`config.mk`:
```
export PLATFORM = sky130hd
export DESIGN_NAME = anim_ctrl_input
export DESIGN_NICKNAME = d
export VERILOG_FILES = /design/src/rtl/anim_ctrl_input.sv
export SDC_FILE = /design/constraint.sdc
export NUM_CORES = 1
export LEC_CHECK = 0
export CAP_MARGIN = 20
export CORE_AREA = 2 2 121 123
export DETAILED_ROUTE_END_ITERATION = 16
export DIE_AREA = 0 0 123 125
export PLACE_DENSITY_LB_ADDON = 0.15
export SYNTH_ARGS = -nofsm -noshare
export SYNTH_HDL_FRONTEND = slang
export SYNTH_SLANG_ARGS = --single-unit
```
`constraint.sdc`:
```
create_clock -name clk -period 7.7 [get_ports clk]
set_input_delay 0.77 -clock clk [delete_from_list [all_inputs] [get_ports clk]]
set_output_delay 0.77 -clock clk [all_outputs]
set_load 0.02 [all_outputs]
```
`src/rtl/anim_ctrl_input.sv`:
```
// Button front end for the spinner animator: synchronises and debounces four push
// buttons, keeps speed/direction/tail settings and generates the animation step tick.
module anim_ctrl_input #(
  parameter int DEBOUNCE_WIDTH = 16,
  parameter int TICK_SHIFT     = 18
) (
  input  logic       clk,
  input  logic       reset,
  input  logic       btn_faster,
  input  logic       btn_slower,
  input  logic       btn_dir,
  input  logic       btn_tail,
  output logic [2:0] speed,
  output logic       direction,
  output logic       tail,
  output logic       step_tick,
  output logic       settings_changed
);

  localparam int PW = TICK_SHIFT + 4;

  // bit order everywhere: {tail, dir, slower, faster}
  logic [3:0]                raw_s;
  logic [3:0]                sync1_r;
  logic [3:0]                sync2_r;
  logic [3:0]                stable_r;
  logic [3:0]                stable_d_r;
  logic [DEBOUNCE_WIDTH-1:0] db_cnt_r [4];
  logic [3:0]                press_s;

  logic [2:0]    speed_nxt_s;
  logic          dir_nxt_s;
  logic          tail_nxt_s;
  logic          changed_s;
  logic [3:0]    base_s;
  logic [PW-1:0] period_m1_s;
  logic [PW-1:0] tick_cnt_r;

  assign raw_s   = {btn_tail, btn_dir, btn_slower, btn_faster};
  assign press_s = stable_r & ~stable_d_r;

  // Synchronisers and per-button debounce; a level is accepted on its 2^W-th disagreeing cycle.
  always_ff @(posedge clk) begin
    if (reset) begin
      sync1_r    <= 4'b0000;
      sync2_r    <= 4'b0000;
      stable_r   <= 4'b0000;
      stable_d_r <= 4'b0000;
      for (int i = 0; i < 4; i++) begin
        db_cnt_r[i] <= {DEBOUNCE_WIDTH{1'b0}};
      end
    end else begin
      sync1_r    <= raw_s;
      sync2_r    <= sync1_r;
      stable_d_r <= stable_r;
      for (int i = 0; i < 4; i++) begin
        if (sync2_r[i] == stable_r[i]) begin
          db_cnt_r[i] <= {DEBOUNCE_WIDTH{1'b0}};
        end else if (&db_cnt_r[i]) begin
          stable_r[i] <= sync2_r[i];
          db_cnt_r[i] <= {DEBOUNCE_WIDTH{1'b0}};
        end else begin
          db_cnt_r[i] <= db_cnt_r[i] + DEBOUNCE_WIDTH'(1'b1);
        end
      end
    end
  end

  // Next settings from press events; opposing speed presses cancel.
  always_comb begin
    speed_nxt_s = speed;
    if (press_s[0] && !press_s[1] && (speed != 3'd7)) begin
      speed_nxt_s = speed + 3'd1;
    end else if (press_s[1] && !press_s[0] && (speed != 3'd0)) begin
      speed_nxt_s = speed - 3'd1;
    end else begin
      speed_nxt_s = speed;
    end
    dir_nxt_s  = direction ^ press_s[2];
    tail_nxt_s = tail ^ press_s[3];
    changed_s  = (speed_nxt_s != speed) | press_s[2] | press_s[3];
  end

  // Settings registers and the change pulse, which coincides with the first cycle of new values.
  always_ff @(posedge clk) begin
    if (reset) begin
      speed            <= 3'd4;
      direction        <= 1'b1;
      tail             <= 1'b0;
      settings_changed <= 1'b0;
    end else begin
      speed            <= speed_nxt_s;
      direction        <= dir_nxt_s;
      tail             <= tail_nxt_s;
      settings_changed <= changed_s;
    end
  end

  // Period follows the live speed so a change takes effect mid-period.
  assign base_s      = 4'd8 - {1'b0, speed};
  assign period_m1_s = (PW'(base_s) << TICK_SHIFT) - PW'(1'b1);

  // Step tick generator.
  always_ff @(posedge clk) begin
    if (reset) begin
      tick_cnt_r <= {PW{1'b0}};
      step_tick  <= 1'b0;
    end else if (tick_cnt_r >= period_m1_s) begin
      tick_cnt_r <= {PW{1'b0}};
      step_tick  <= 1'b1;
    end else begin
      tick_cnt_r <= tick_cnt_r + PW'(1'b1);
      step_tick  <= 1'b0;
    end
  end

endmodule

```
==> metrics.txt <==
CTS Buf Count 9; cell row count 44; Starting Density 38.1%; most common flop cell mapped by yosys edfxtp_1; worst r2r src speed[0]$_SDFF_PP0_; CTS H-tree lvls 3; RSZ-0062 raised after global routing no; reg2reg end tick_cnt_r[8]$_SDFF_PP0_; Post-synth EDFFs between 60 and 70; Clock Power Share 42.0%; Final Net Count 640; Startpoint Class register; hold_buf cts 0; Hold Slack around 0.44 ns; DRT Pass-1 Iters 5; synth top area cells edfxtp_1 36%, dfxtp_1 17%, xnor2_1 7.9%; Post-Syn Instances 543; final antenna-violating net count 0; Max Freq about 310 MHz; Antenna Cells 0; #FFs+latches synth between 100 and 150; WL/cell 11.7 um; total wire length between 9 and 10 mm; Die Y ~130 um; hold crit path type reg -> reg; worst slew pin tran between 1 and 1.5 ns; Pins Over Slew Limit 0; setup ws final approximately 4.5 ns; mean cell area of the mapped netlist 9.96 um^2; Chip Width 123 um; fraction of registers with async set/reset 0%; hpwl dp 6.85 mm; quantity of gates resized following cts 0; Final setup viols 0; leakage power ~2.2 nW; grt total ovfl 0; Worst R2R Setup Slack 4.49 ns; Yosys cell types 42; Reg power frac 53.6%; Area Overhead vs Synth 16.5%; Synth area leader edfxtp_1; Core ar. 14200 um^2; area occupied by multi-input gates roughly 2700 um^2; min-delay src sync1_r[1]$_SDFF_PP0_; peak supply drop ~110 uV; Final period util 41.7%; FILL cells between 1k and 1.5k; CTS sink cnt 109; average vias per placed instance 4.81; share of the synthesized area in the top cell type between 30% and 40%; PwrDens between 150 and 200 nW/um^2; critical path type reg -> reg; Root Driver clkbuf_16; total number of vias 3895; antenna violations before repair 0; Hold Crit Endpoint sync2_r[1]$_SDFF_PP0_; Hold Crit Depth 1; Synth top cells by count 98 x nor2_1, 64 x edfxtp_1, 49 x xnor2_1; all-layer global routing usage 13.5%; Yosys warnings 0; Clock Path Buffers 2; crit path max fanout 14; Critical Path End Type register; Boundary Pins 13; count leader, synth nor2_1; crit path DAT 3.41 ns; DRT iter0 DRCs approximately 140; largest net degree at the start of global routing 30; minimum clock period between 3 and 4 ns; maxcap violations 0; relative slew slack 33.0%; number of global-route vias before repair 3775; Net Sw Frac between 20% and 30%; Clock Latency Late Sink 0.35 ns; gp weighted congestion 0.800; Worst Path Required 7.89 ns; Final Hold Fails 0; post-CTS setup buffers 0; setup_tns 0 ns; Worst R2R Path Depth 11; status complete, no violations; sequential share of the synthesized area 52.2%; PortBufs 12; skew final 0.00472 ns; CTS tree done; share of layout cells above drive strength 1 3.99%; Comb power frac 4.4%; die area about 15000 um^2; first-pass GRT wire length 16.9 mm; Mapped Area 5410 um^2; Residual DRC 0; Reg area approximately 2800 um^2; clock slew at reported path FFs 0.07 ns; sw power 265 uW; dpl ws roughly 4.5 ns; Power Internal 955 uW
-- sequential cells by signal (all words and copies together) (netlist names) --
register	count
stable_d_r	4
direction	1
speed	3
db_cnt_r	64
tick_cnt_r	22
settings_changed	1
step_tick	1
sync1_r	4
stable_r	4
tail	1
sync2_r	4
-- cells by family after synthesis --
logic type	count (synthesis)	synth area share [%]
buffers and inverters	34	2.38
flip-flops	109	52.2
AND/OR/NAND/NOR	267	24.8
XOR/XNOR	73	11.8
adder cells (fa/ha/maj)	13	3.01
other	1	0.0693
AO/OA/AOI/OAI	41	4.74
multiplexers	5	0.972
-- power by group through the flow --
| stage | Clock [mW] | Sequential, mW | Combinational (mW) |
|---|---|---|---|
| floorplan | 0 | 0.663 | 0.0421 |
| global placement | 0 | 0.666 | 0.0533 |
| detailed placement | 0 | 0.667 | 0.0540 |
| CTS | 0.532 | 0.653 | 0.0543 |
| global route | 0.554 | 0.657 | 0.0635 |
| finish | 0.512 | 0.654 | 0.0543 |
-- worst max path at each step --
stage,startpoint,slack [ns],end
final,speed[0]$_SDFF_PP0_,4.49,tick_cnt_r[8]$_SDFF_PP0_
after global routing,speed[0]$_SDFF_PP0_,4.11,tick_cnt_r[14]$_SDFF_PP0_
after CTS,speed[0]$_SDFF_PP0_,4.45,tick_cnt_r[8]$_SDFF_PP0_
after detailed placement,speed[0]$_SDFF_PP0_,4.46,tick_cnt_r[8]$_SDFF_PP0_
after global placement,speed[0]$_SDFF_PP0_,4.60,tick_cnt_r[15]$_SDFF_PP0_
after floorplan,speed[0]$_SDFF_PP0_,4.97,tick_cnt_r[11]$_SDFF_PP0_
-- layout by cell type (no fill, tap or decap), types with 4 or more instances in the layout --
cell | synthesis | routed
nor2_1 | 98 | 98
edfxtp_1 | 64 | 64
conb_1 | 1 | 64
xnor2_1 | 49 | 49
dfxtp_1 | 45 | 45
nand3_1 | 37 | 37
nor4_1 | 25 | 25
inv_1 | 25 | 25
xor2_1 | 24 | 24
nand2_1 | 22 | 22
nand4_1 | 21 | 21
nor2b_1 | 16 | 16
nor3_1 | 16 | 16
ha_1 | 13 | 13
a21oi_1 | 12 | 12
clkdlybuf4s50_1 | 0 | 12
o21ai_0 | 10 | 10
clkbuf_16 | 0 | 9
nand2b_1 | 8 | 8
or3_1 | 6 | 6
and4_1 | 5 | 5
and3_1 | 4 | 4
a211oi_1 | 4 | 4
or4_1 | 4 | 4
-- worst max-delay path, cell delays in order, from the launching register on --
cell	delay, ns
dfxtp_1	0.44
inv_1	0.11
ha_1	0.23
ha_1	0.32
nor2_1	0.14
xor2_1	0.16
nand2_1	0.08
ha_1	0.28
and4_1	0.24
nand3_1	0.13
o21ai_1	0.80
nor2_1	0.13
-- metrics by stage --
step	instances	power, mW	util [%]	cell area, um^2
after floorplan	606	0.705	-	5650
after global placement	794	0.719	42.0	5970
after detailed placement	794	0.721	42.0	5970
after CTS	810	1.24	44.4	6300
after global routing	810	1.27	44.4	6300
final	810	1.22	44.4	6300
-- routing by layer --
metal / up-vias / part of all wire [%] / track usage [%]
met2: 44 / 46 / 21.4
met3: 11 / 2.8 / 2.74
met1: 1813 / 49 / 18.0
met4: 0 / 1.6 / 5.41
met5: - / 0 / 0
li1: 2027 / - / -
-- area by class of cell --
cell class	instances	area share [%]
clock buffer	10	3.79
clock inverter	6	1.51
inverter	25	1.49
multi-input combinational	463	42.7
sequential	109	44.8
tap	184	3.65
timing repair buffer	13	2.03
Power figures use the tool's default switching activity.
